### config.mk
export PLATFORM = sky130hd
export DESIGN_NAME = sram_port_arbiter_flat
export DESIGN_NICKNAME = d
export VERILOG_FILES = /design/src/rtl/sram_port_arbiter_pkg.sv /design/src/rtl/sram_port_arbiter_if.sv /design/src/rtl/sram_init_seq.sv /design/src/rtl/sram_port_arbiter.sv /design/src/flat_wrapper.sv
export SDC_FILE = /design/constraint.sdc
export NUM_CORES = 1
export LEC_CHECK = 0
export BUFFER_PORTS_ARGS = -buffer_cell sky130_fd_sc_hd__buf_4
export CORE_UTILIZATION = 40
export DETAILED_ROUTE_END_ITERATION = 7
export PLACE_DENSITY = 0.67
export SLEW_MARGIN = 20
export SYNTH_ARGS = -nofsm -noshare
export SYNTH_HDL_FRONTEND = slang
export SYNTH_HIERARCHICAL = 1
export SYNTH_SLANG_ARGS = --single-unit
### constraint.sdc
create_clock -name HCLK -period 2.4 [get_ports HCLK]
set_input_delay 0.36 -clock HCLK [delete_from_list [all_inputs] [get_ports HCLK]]
set_output_delay 0.36 -clock HCLK [all_outputs]
set_load 0.05 [all_outputs]
### src/rtl/sram_port_arbiter_pkg.sv
// Shared definitions for the SRAM port arbiter.
// Holds the controller state encoding, the read-owner encoding and the default
// value written by the post-reset memory clear.
package sram_port_arbiter_pkg;

    typedef enum logic {
        ST_INIT = 1'b0,
        ST_RUN  = 1'b1
    } state_e;

    typedef enum logic {
        OWN_A = 1'b0,
        OWN_B = 1'b1
    } owner_e;

    localparam logic [31:0] CLEAR_VALUE = 32'h0000_0000;

endpackage

### src/rtl/sram_port_arbiter_if.sv
// Bundle of the two requester ports and the SRAM port of the arbiter.
//   port A : a_write/a_read/a_addr/a_wdata/a_byteen in, a_rdata/a_busy/a_viol out
//   port B : b_req/b_write/b_addr/b_wdata/b_byteen in, b_gnt/b_rvalid/b_rdata out
//   SRAM   : mem_ren/mem_wen/mem_addr/mem_wdata out, mem_rdata in
//   status : init_done out
// slave  = the arbiter side, master = requesters plus the SRAM macro.
interface sram_port_arbiter_if #(
    parameter int unsigned MEM_AWIDTH = 19
);
    logic                  a_write;
    logic                  a_read;
    logic [MEM_AWIDTH-1:0] a_addr;
    logic [31:0]           a_wdata;
    logic [3:0]            a_byteen;
    logic [31:0]           a_rdata;
    logic                  a_busy;
    logic                  a_viol;

    logic                  b_req;
    logic                  b_write;
    logic [MEM_AWIDTH-1:0] b_addr;
    logic [31:0]           b_wdata;
    logic [3:0]            b_byteen;
    logic                  b_gnt;
    logic                  b_rvalid;
    logic [31:0]           b_rdata;

    logic                  mem_ren;
    logic [3:0]            mem_wen;
    logic [MEM_AWIDTH-1:0] mem_addr;
    logic [31:0]           mem_wdata;
    logic [31:0]           mem_rdata;

    logic                  init_done;

    modport slave (
        input  a_write, a_read, a_addr, a_wdata, a_byteen,
        input  b_req, b_write, b_addr, b_wdata, b_byteen,
        input  mem_rdata,
        output a_rdata, a_busy, a_viol,
        output b_gnt, b_rvalid, b_rdata,
        output mem_ren, mem_wen, mem_addr, mem_wdata,
        output init_done
    );

    modport master (
        output a_write, a_read, a_addr, a_wdata, a_byteen,
        output b_req, b_write, b_addr, b_wdata, b_byteen,
        output mem_rdata,
        input  a_rdata, a_busy, a_viol,
        input  b_gnt, b_rvalid, b_rdata,
        input  mem_ren, mem_wen, mem_addr, mem_wdata,
        input  init_done
    );

endinterface

### src/rtl/sram_init_seq.sv
// Memory-clear sequencer: walks addresses 0..INIT_WORDS-1, one word per cycle.
//   clk, rst : clock and synchronous active-high reset
//   en       : sequence runs while high (controller in its clear state)
//   addr     : word address to clear this cycle
//   wen      : clear write strobe
//   last     : this cycle writes the final word
//   done     : registered, sticky once the clear has finished or was skipped
module sram_init_seq
    import sram_port_arbiter_pkg::*;
#(
    parameter int unsigned MEM_AWIDTH = 19,
    parameter int unsigned INIT_WORDS = 1024
) (
    input  logic                  clk,
    input  logic                  rst,
    input  logic                  en,
    output logic [MEM_AWIDTH-1:0] addr,
    output logic                  wen,
    output logic                  last,
    output logic                  done
);

    localparam logic [MEM_AWIDTH-1:0] LAST_ADDR = MEM_AWIDTH'(INIT_WORDS - 1);

    logic [MEM_AWIDTH-1:0] cnt_q;
    logic                  done_q;

    assign addr = cnt_q;
    assign wen  = en;
    assign last = en && (cnt_q == LAST_ADDR);
    assign done = done_q;

    always_ff @(posedge clk) begin
        if (rst) begin
            cnt_q  <= '0;
            done_q <= 1'b0;
        end else begin
            if (en) begin
                cnt_q <= last ? '0 : cnt_q + MEM_AWIDTH'(1);
            end
            // Leaving the clear state (or never entering it) means the memory is ready.
            done_q <= done_q | last | ~en;
        end
    end

endmodule

### src/rtl/sram_port_arbiter.sv
// Single-port SRAM arbiter: AHB-side port A (priority) and secondary port B.
//   HCLK, HRESET : clock and synchronous active-high reset
//   bus          : slave side of sram_port_arbiter_if (requester ports + SRAM port)
// After reset an optional clear sequence fills the memory, then the port is
// arbitrated per cycle with a starvation limit guaranteeing B service. Read
// data returns one cycle after mem_ren to whichever port issued the read.
module sram_port_arbiter
    import sram_port_arbiter_pkg::*;
#(
    parameter int unsigned MEM_AWIDTH   = 19,
    parameter bit          INIT_EN      = 1'b1,
    parameter int unsigned INIT_WORDS   = 1024,
    parameter logic [31:0] INIT_VALUE   = CLEAR_VALUE,
    parameter int unsigned STARVE_LIMIT = 8
) (
    input logic                HCLK,
    input logic                HRESET,
    sram_port_arbiter_if.slave bus
);

    localparam int unsigned    SW         = $clog2(STARVE_LIMIT + 1);
    localparam logic [SW-1:0]  STARVE_MAX = SW'(STARVE_LIMIT);

    state_e                st_q, st_d;
    logic                  a_busy_q, a_busy_d;
    logic                  a_viol_q;
    logic [SW-1:0]         starve_q, starve_d;
    owner_e                owner_q;
    logic                  rd_pend_q;
    logic [31:0]           a_hold_q, b_hold_q;
    logic [MEM_AWIDTH-1:0] addr_q;
    logic [31:0]           wdata_q;

    logic                  init_wen, init_last, init_done;
    logic [MEM_AWIDTH-1:0] init_addr;

    logic                  a_cmd, a_sel, b_sel;
    logic                  mem_ren;
    logic [3:0]            mem_wen;
    logic [MEM_AWIDTH-1:0] mem_addr;
    logic [31:0]           mem_wdata;
    logic                  a_ret, b_ret;
    logic [31:0]           a_rdata, b_rdata;

    sram_init_seq #(
        .MEM_AWIDTH (MEM_AWIDTH),
        .INIT_WORDS (INIT_WORDS)
    ) u_init_seq (
        .clk  (HCLK),
        .rst  (HRESET),
        .en   (st_q == ST_INIT),
        .addr (init_addr),
        .wen  (init_wen),
        .last (init_last),
        .done (init_done)
    );

    assign a_cmd = bus.a_read | bus.a_write;

    // Memory mux, grant and next-state. Everything is forced idle while HRESET
    // is high so the SRAM sees no access during reset.
    always_comb begin
        a_sel     = 1'b0;
        b_sel     = 1'b0;
        mem_ren   = 1'b0;
        mem_wen   = 4'h0;
        mem_addr  = addr_q;
        mem_wdata = wdata_q;
        st_d      = st_q;
        a_busy_d  = a_busy_q;
        starve_d  = '0;
        if (!HRESET) begin
            case (st_q)
                ST_INIT: begin
                    mem_wen   = {4{init_wen}};
                    mem_addr  = init_addr;
                    mem_wdata = INIT_VALUE;
                    a_busy_d  = 1'b1;
                    if (init_last) begin
                        st_d     = ST_RUN;
                        a_busy_d = 1'b0;
                    end
                end
                ST_RUN: begin
                    if (!a_busy_q && a_cmd) begin
                        a_sel     = 1'b1;
                        mem_ren   = bus.a_read & ~bus.a_write;
                        mem_wen   = bus.a_write ? bus.a_byteen : 4'h0;
                        mem_addr  = bus.a_addr;
                        mem_wdata = bus.a_wdata;
                    end else if (bus.b_req) begin
                        b_sel     = 1'b1;
                        mem_ren   = ~bus.b_write;
                        mem_wen   = bus.b_write ? bus.b_byteen : 4'h0;
                        mem_addr  = bus.b_addr;
                        mem_wdata = bus.b_wdata;
                    end
                    // Counter never passes the limit: the busy pulse forces a grant.
                    if (bus.b_req && !b_sel) begin
                        starve_d = starve_q + SW'(1);
                    end
                    a_busy_d = (starve_d == STARVE_MAX);
                end
                default: ;
            endcase
        end
    end

    // Return path: pass-through in the cycle after the read, hold otherwise.
    always_comb begin
        a_ret   = rd_pend_q && (owner_q == OWN_A);
        b_ret   = rd_pend_q && (owner_q == OWN_B);
        a_rdata = a_ret ? bus.mem_rdata : a_hold_q;
        b_rdata = b_ret ? bus.mem_rdata : b_hold_q;
    end

    always_ff @(posedge HCLK) begin
        if (HRESET) begin
            st_q      <= INIT_EN ? ST_INIT : ST_RUN;
            a_busy_q  <= INIT_EN;
            a_viol_q  <= 1'b0;
            starve_q  <= '0;
            owner_q   <= OWN_A;
            rd_pend_q <= 1'b0;
            a_hold_q  <= '0;
            b_hold_q  <= '0;
            addr_q    <= '0;
            wdata_q   <= '0;
        end else begin
            st_q      <= st_d;
            a_busy_q  <= a_busy_d;
            starve_q  <= starve_d;
            if (a_cmd && a_busy_q) begin
                a_viol_q <= 1'b1;
            end
            rd_pend_q <= mem_ren;
            if (mem_ren) begin
                owner_q <= a_sel ? OWN_A : OWN_B;
            end
            a_hold_q  <= a_rdata;
            b_hold_q  <= b_rdata;
            addr_q    <= mem_addr;
            wdata_q   <= mem_wdata;
        end
    end

    assign bus.a_rdata   = a_rdata;
    assign bus.a_busy    = a_busy_q;
    assign bus.a_viol    = a_viol_q;
    assign bus.b_gnt     = b_sel;
    assign bus.b_rvalid  = b_ret;
    assign bus.b_rdata   = b_rdata;
    assign bus.mem_ren   = mem_ren;
    assign bus.mem_wen   = mem_wen;
    assign bus.mem_addr  = mem_addr;
    assign bus.mem_wdata = mem_wdata;
    assign bus.init_done = init_done;

endmodule
### src/flat_wrapper.sv
// flat-port wrapper written by rule: the top's interface ports become plain ports
module sram_port_arbiter_flat import sram_port_arbiter_pkg::*;
#(
    parameter int unsigned MEM_AWIDTH   = 19,
    parameter bit          INIT_EN      = 1'b1,
    parameter int unsigned INIT_WORDS   = 1024,
    parameter logic [31:0] INIT_VALUE   = CLEAR_VALUE,
    parameter int unsigned STARVE_LIMIT = 8
)
  (HCLK, HRESET, bus_a_write, bus_a_read, bus_a_addr, bus_a_wdata, bus_a_byteen, bus_b_req, bus_b_write, bus_b_addr, bus_b_wdata, bus_b_byteen, bus_mem_rdata, bus_a_rdata, bus_a_busy, bus_a_viol, bus_b_gnt, bus_b_rvalid, bus_b_rdata, bus_mem_ren, bus_mem_wen, bus_mem_addr, bus_mem_wdata, bus_init_done);
  sram_port_arbiter_if #(.MEM_AWIDTH(MEM_AWIDTH)) bus_i ();
  input logic HCLK;
  input logic HRESET;
  input wire logic [$bits(bus_i.a_write)-1:0] bus_a_write;
  input wire logic [$bits(bus_i.a_read)-1:0] bus_a_read;
  input wire logic [$bits(bus_i.a_addr)-1:0] bus_a_addr;
  input wire logic [$bits(bus_i.a_wdata)-1:0] bus_a_wdata;
  input wire logic [$bits(bus_i.a_byteen)-1:0] bus_a_byteen;
  input wire logic [$bits(bus_i.b_req)-1:0] bus_b_req;
  input wire logic [$bits(bus_i.b_write)-1:0] bus_b_write;
  input wire logic [$bits(bus_i.b_addr)-1:0] bus_b_addr;
  input wire logic [$bits(bus_i.b_wdata)-1:0] bus_b_wdata;
  input wire logic [$bits(bus_i.b_byteen)-1:0] bus_b_byteen;
  input wire logic [$bits(bus_i.mem_rdata)-1:0] bus_mem_rdata;
  output wire logic [$bits(bus_i.a_rdata)-1:0] bus_a_rdata;
  output wire logic [$bits(bus_i.a_busy)-1:0] bus_a_busy;
  output wire logic [$bits(bus_i.a_viol)-1:0] bus_a_viol;
  output wire logic [$bits(bus_i.b_gnt)-1:0] bus_b_gnt;
  output wire logic [$bits(bus_i.b_rvalid)-1:0] bus_b_rvalid;
  output wire logic [$bits(bus_i.b_rdata)-1:0] bus_b_rdata;
  output wire logic [$bits(bus_i.mem_ren)-1:0] bus_mem_ren;
  output wire logic [$bits(bus_i.mem_wen)-1:0] bus_mem_wen;
  output wire logic [$bits(bus_i.mem_addr)-1:0] bus_mem_addr;
  output wire logic [$bits(bus_i.mem_wdata)-1:0] bus_mem_wdata;
  output wire logic [$bits(bus_i.init_done)-1:0] bus_init_done;
  assign bus_i.a_write = bus_a_write;
  assign bus_i.a_read = bus_a_read;
  assign bus_i.a_addr = bus_a_addr;
  assign bus_i.a_wdata = bus_a_wdata;
  assign bus_i.a_byteen = bus_a_byteen;
  assign bus_i.b_req = bus_b_req;
  assign bus_i.b_write = bus_b_write;
  assign bus_i.b_addr = bus_b_addr;
  assign bus_i.b_wdata = bus_b_wdata;
  assign bus_i.b_byteen = bus_b_byteen;
  assign bus_i.mem_rdata = bus_mem_rdata;
  assign bus_a_rdata = bus_i.a_rdata;
  assign bus_a_busy = bus_i.a_busy;
  assign bus_a_viol = bus_i.a_viol;
  assign bus_b_gnt = bus_i.b_gnt;
  assign bus_b_rvalid = bus_i.b_rvalid;
  assign bus_b_rdata = bus_i.b_rdata;
  assign bus_mem_ren = bus_i.mem_ren;
  assign bus_mem_wen = bus_i.mem_wen;
  assign bus_mem_addr = bus_i.mem_addr;
  assign bus_mem_wdata = bus_i.mem_wdata;
  assign bus_init_done = bus_i.init_done;
  sram_port_arbiter #(.MEM_AWIDTH(MEM_AWIDTH), .INIT_EN(INIT_EN), .INIT_WORDS(INIT_WORDS), .INIT_VALUE(INIT_VALUE), .STARVE_LIMIT(STARVE_LIMIT)) u_core (.HCLK(HCLK), .HRESET(HRESET), .bus(bus_i));
endmodule
==> out/results.txt, run 1 <==
Outcome: complete, no violations
Setup crit end kind: output port
DR WL/cell: 15.99 um
Post-Syn Instances: 771
DP Area: 9744 um^2
Slew margin rel.: 0.4624
Port bufs: 272
DR vias: 6475
Layout net count: 1177
First-pass GRT wire length: 29640 um
Vias per cell: 5.102
Starting density of the core: 0.4086
CTS root buf: clkbuf_16
CTS Sinks: 144
CTS tree: yes
Area occupied by registers: 2884 um^2
I/O pin total: 273
Total GRT Usage: 0.2008
PD cells: 535.6 nW/um^2
Startpoint Class: flop
Number of synthesized register bits: 144
Cell area after layout: 10370 um^2
Synthesized area per cell: 9.554 um^2
Final worst-path cycle share: 0.9313
Layout area overhead: 40.75%
CP Class: flop to output port
DRT iter0 DRCs: 243
YS warnings: 6
Max-slew violations: 0
H-tree Lvls: 4
Worst path required time: 2.04 ns
GR Util met1: 0.2484
Post-route setup TNS: 0 ns
FFs w/ async S/R, synth: 0
HP Start: bus_a_wdata[25]
Number of flops mapped to enable cells by yosys: 0
Row Count: 49
Die Width: 137.7 um
Synth Flop Type: dfxtp_1
GR peak layer: met2
First-pass DRT Iterations: 4
Core area: 18020 um^2
R2r startpoint: u_core/u_init_seq/addr[0]
Final wirelength: 20290 um
CTS Buf Count: 17
Distinct cells, synth: 44
Synthesized area: 7366 um^2
Met3 usage: 0.06144
Antenna cells: 0
Worst-path clk slew: 0.06 ns
Max cap viols: 0
Placed insts: 1236
Dpl hpwl: 14240 um
Post-route DRC: 0
Share of layout cells above drive strength 1: 0.4365
Setup Fix Bufs, Post-CTS: 0
Vias in the first global route: 5921
CP startpoint: u_core/st_q
Clk_lat worst skew: 0.41 ns
Layout Cells excl Fill: 1269
Antenna violations before repair: 0
Multi-input gate area: 4274 um^2
Total congestion overflow: 0
CTS Buffer Depth: 2
Die ar.: 18960 um^2
Filler Cell Count: 1645
Tot Pwr: 5.553 mW
ANT nets after route: 0
Register area share after synthesis: 0.3914
Actual slew at the worst max-slew pin: 0.7980 ns
Clock period minus final worst setup slack: 2.235 ns
Hold Vio Cnt, Final: 0
Largest net degree at the start of global routing: 78
Clk_skew: 0.006243 ns
RSZ-0062 raised after global routing: no
GR Layer Usage met2: 0.3311
Syn nets: 921
# setup viols final: 0
Placer Congestion: 0.7917
Arr. time, crit path: 1.88 ns
Peak VDD IR: 0.0004424 V
Crit path max fanout: 67
Max Fclk: 447.4 MHz
LEAKAGE: 4.930 nW
Vert. Die Dim: 137.7 um
Worst Hold Class: input pin to flop
==> cell type report <==
| type | instances | area share |
|---|---|---|
| clock buffers | 19 | 0.04176 |
| clock inverters | 13 | 0.01557 |
| repair buffers | 295 | 0.2217 |
| multi-input cells | 561 | 0.4123 |
| inverters | 8 | 0.002896 |
| well taps | 229 | 0.02764 |
| flip-flops and latches | 144 | 0.2782 |
==> where the power goes <==
| part | total, mW | leakage (nW) | internal, mW | switching, mW |
|---|---|---|---|---|
| registers | 2.41 | 1.16 | 2.40 | 0.00641 |
| clock network | 2.67 | 0.280 | 1.64 | 1.04 |
| logic | 0.474 | 3.49 | 0.259 | 0.215 |
==> sequential cells by signal, indices dropped and copies added (netlist names), 4 cells and up <==
register	count
u_core/a_hold_q	32
u_core/b_hold_q	32
u_core/addr_q	19
u_core/wdata_q	32
u_core/u_init_seq/addr	19
u_core/starve_q	4
==> path summary, 6_finish.rpt <==
check                                    to  slack, ns  depth (start not counted)
hold reg to reg           u_core/bus.a_viol       0.45                          2
setup / recovery          bus_mem_wdata[31]       0.16                          5
hold / removal           u_core/wdata_q[25]       0.26                          3
setup reg to reg  u_core/u_init_seq/addr[6]       0.48                          6
==> layout by cell type, fill, tap and decap left out, drive strengths merged, types with 8 or more instances in the layout <==
| cell | instances |
|---|---|
| a21oi | 30 |
| a2bb2oi | 19 |
| and2 | 96 |
| buf | 294 |
| clkbuf | 20 |
| dfxtp | 144 |
| inv | 10 |
| mux2 | 83 |
| mux2i | 52 |
| nand2 | 43 |
| nand4 | 13 |
| nor2 | 58 |
| nor3 | 38 |
| nor4 | 12 |
| o21ai | 21 |
| o21bai | 20 |
| o31ai | 34 |
| xnor2 | 8 |
==> cell families after synthesis <==
family,Yosys count,share of synthesized area
buffers and inverters,66,0.05147
multiplexers,135,0.2128
AO/OA/AOI/OAI,132,0.1264
AND/OR/NAND/NOR,277,0.1967
flip-flops,144,0.3914
adder cells (fa/ha/maj),2,0.003397
XOR/XNOR,15,0.01784
==> critical path, cell delays in order, from the launching register on <==
cell and delay, ns:
dfxtp_2 0.34, buf_6 0.21, nand2_2 0.09, buf_12 0.21
o31ai_2 0.32, buf_4 0.24
==> what timing repair did <==
action                                  in CTS  in global routing
endpoints found under the setup margin       0                  2
hold buffers                                 0                  0
gates resized for setup                      0                  1
==> cells in the mapped netlist (2+ instances only) <==
cell type	count	area, um^2
o21bai_1	19	142.6
mux2_2	53	596.8
clkbuf_1	27	101.4
nor2_1	58	217.7
xnor2_1	8	70.07
buf_1	2	7.510
a211oi_1	2	15.01
buf_6	8	90.09
and2_1	96	600.6
nand2_1	43	161.4
nor3_1	38	190.2
nand3_1	6	30.03
nand4_1	12	75.07
ha_1	2	25.02
a21oi_1	30	150.1
nor2b_1	2	12.51
nor4_1	12	75.07
nand2b_1	2	12.51
mux2_4	30	450.4
o31a_1	2	17.52
buf_2	13	65.06
o31ai_2	3	37.54
a2bb2oi_1	19	166.4
xor2_1	7	61.31
dfxtp_1	144	2883
o21ai_0	21	105.1
buf_4	6	45.04
mux2i_1	52	520.5
inv_1	8	30.03
buf_12	2	40.04
o31ai_1	30	225.2
and3_1	2	12.51
==> layer usage <==
metal / share of wire / routed length, um
met5: 0 / 0
met4: 0.0095 / 193
met3: 0.082 / 1671
met2: 0.46 / 9385
met1: 0.45 / 9039
==> per-stage QoR <==
| step | hold slack [ns] | setup WS (ns) | util |
|---|---|---|---|
| 6_report | 0.2625 | 0.1650 | 0.5752 |
| 5_1_grt | 0.2510 | 0.006396 | 0.5752 |
| 3_3_place_gp | 0.4402 | 0.3560 | 0.5406 |
| 4_1_cts | 0.2440 | 0.07308 | 0.5736 |
| 2_1_floorplan | 0.4291 | 0.004253 | - |
| 3_5_place_dp | 0.4440 | 0.3365 | 0.5406 |
(Power assumes the default switching activity.)
==> run 2, diff against run 1 <==
==> constraint.sdc (replaced) <==
create_clock -name HCLK -period 2.4 [get_ports HCLK]
set_input_delay 0.12 -clock HCLK [delete_from_list [all_inputs] [get_ports HCLK]]
set_output_delay 0.12 -clock HCLK [all_outputs]
set_load 0.05 [all_outputs]
==> out/results.txt, run 2 (synthesized netlist as in run 1, its figures left out) <==
Arr. time, crit path: 2.09 ns (+0.21 ns)
Vias per cell: 5.068 (-0.68%)
Outcome: complete, no violations
CTS tree: yes
Placed insts: 1231 (-0.40%)
DR vias: 6416 (-0.91%)
RSZ-0062 raised after global routing: no
Setup crit end kind: output port
Antenna violations before repair: 0 (unchanged)
First-pass DRT Iterations: 4 (unchanged)
Worst-path clk slew: 0.06 ns (about the same)
Hold Vio Cnt, Final: 0 (unchanged)
Clk_skew: 0.008691 ns (+0.002448 ns)
Placer Congestion: 0.8022 (+1.3%)
Commonest cells after routing, fill and taps aside: buf_4, dfxtp_1, and2_1
Row Count: 49 (unchanged)
Final worst-path cycle share: 0.9221 (-0.009161)
Startpoint Class: flop
Post-route DRC: 0 (unchanged)
Total congestion overflow: 0 (unchanged)
Post_cts resized: 0 (unchanged)
Most common cell after layout, fill and taps aside: buf_4
Layout Cells excl Fill: 1266 (-0.24%)
Vert. Die Dim: 137.7 um (unchanged)
PD cells: 540.3 nW/um^2 (+0.87%)
CP Class: flop to output port
DRT iter0 DRCs: 188 (-23%)
Slew margin rel.: 0.5550 (+0.09266)
Total GRT Usage: 0.2056 (+0.004839)
CTS root buf: clkbuf_16
Worst path required time: 2.28 ns (+0.24 ns)
Clk_lat worst skew: 0.42 ns (about the same)
Top Registers: u_core/a_hold_q: 32 flops, u_core/b_hold_q: 32 flops, u_core/wdata_q: 32 flops
Share of layout cells above drive strength 1: 0.4291 (-0.007416)
Vias in the first global route: 6053 (+2.2%)
Starting density of the core: 0.4086 (unchanged)
Max-slew violations: 0 (unchanged)
Clock period minus final worst setup slack: 2.213 ns (-0.02199 ns)
CTS Buffer Depth: 2 (unchanged)
Max Fclk: 451.9 MHz (+0.99%)
Antenna cells: 0 (unchanged)
ANT nets after route: 0 (unchanged)
Peak VDD IR: 0.0004639 V (+4.8%)
First-pass GRT wire length: 30330 um (+2.3%)
Post-route setup TNS: 0 ns (unchanged)
CTS Buf Count: 17 (unchanged)
Layout area overhead: 39.85%
Die Width: 137.7 um (unchanged)
Die ar.: 18960 um^2 (unchanged)
Core area: 18020 um^2 (unchanged)
Core Util, Final: 0.5715 (-0.003679)
Dpl hpwl: 14550 um (+2.2%)
Actual slew at the worst max-slew pin: 0.6657 ns (-0.1323 ns)
# setup viols final: 0 (unchanged)
H-tree Lvls: 4 (unchanged)
R2r setup slk: 0.24 ns (-0.24 ns)
Setup Fix Bufs, Post-CTS: 0 (unchanged)
Worst Hold Class: input pin to flop
Largest net degree at the start of global routing: 81 (+3.8%)
I/O pin total: 273 (unchanged)
DR WL/cell: 15.93 um (-0.38%)
CTS Sinks: 144 (unchanged)
Max cap viols: 0 (unchanged)
Final wirelength: 20160 um (-0.62%)
Layout net count: 1174 (-0.25%)
LEAKAGE: 4.891 nW (-0.79%)
Tot Pwr: 5.566 mW (+0.22%)
Crit path max fanout: 20 (-70%)
Port bufs: 272 (unchanged)
==> run 2: per-layer routing <==
layer / vias to the layer above / part of all wire / GRT usage
li1: 3227 / - / -
met3: 19 / 0.070 / 0.05372
met4: 0 / 0.014 / 0.07065
met1: 2981 / 0.43 / 0.2450
met2: 189 / 0.48 / 0.3554
met5: - / 0 / 0
==> run 2: through the flow <==
stage / worst slack (ns) / cell area [um^2] / hold WS (ns)
finish: 0.1870 / 10300 / 0.01632
global placement: 0.3383 / 9674 / 0.4331
floorplan: 0.09169 / 7511 / 0.1891
detailed placement: 0.2672 / 9674 / 0.4429
CTS: 0.1239 / 10300 / 0.0007856
global route: 0.04514 / 10300 / 0.01176
==> run 2: path summary, 6_finish.rpt <==
kind,depth (start not counted),startpoint,to
setup / recovery,5,u_core/bus.a_busy,bus_mem_addr[14]
hold reg to reg,2,u_core/bus.a_viol,u_core/bus.a_viol
setup reg to reg,6,u_core/u_init_seq/addr[0],u_core/u_init_seq/addr[14]
hold / removal,3,bus_a_wdata[6],u_core/wdata_q[6]
==> run 2: what timing repair did <==
item	4_1_cts	5_1_grt
hold buffers	3	0
endpoints found under the setup margin	0	0
endpoints found under the hold margin	3	0
==> run 2: layout make-up <==
cell class                      instances  area, um^2
Fill cell                            1633        7724
Multi-Input combinational cell        561        4254
Sequential cell                       144        2884
Timing Repair Buffer                  292        2250
Clock buffer                           17       425.4
Tap cell                              229       286.5
Clock inverter                         15       171.4
Inverter                                8       30.03
==> run 2: where the power goes <==
| part | switching [mW] | internal, mW | total, mW |
|---|---|---|---|
| sequential | 0.00852 | 2.40 | 2.41 |
| combinational | 0.207 | 0.259 | 0.466 |
| clock | 1.13 | 1.56 | 2.69 |
| total | 1.35 | 4.22 | 5.57 |
==> run 2: critical path: stages (launching register included) <==
cell      delay (ns)
dfxtp_1         0.39
o21bai_4        0.34
buf_4           0.35
mux2i_1         0.30
o21ai_1         0.09
buf_4           0.20
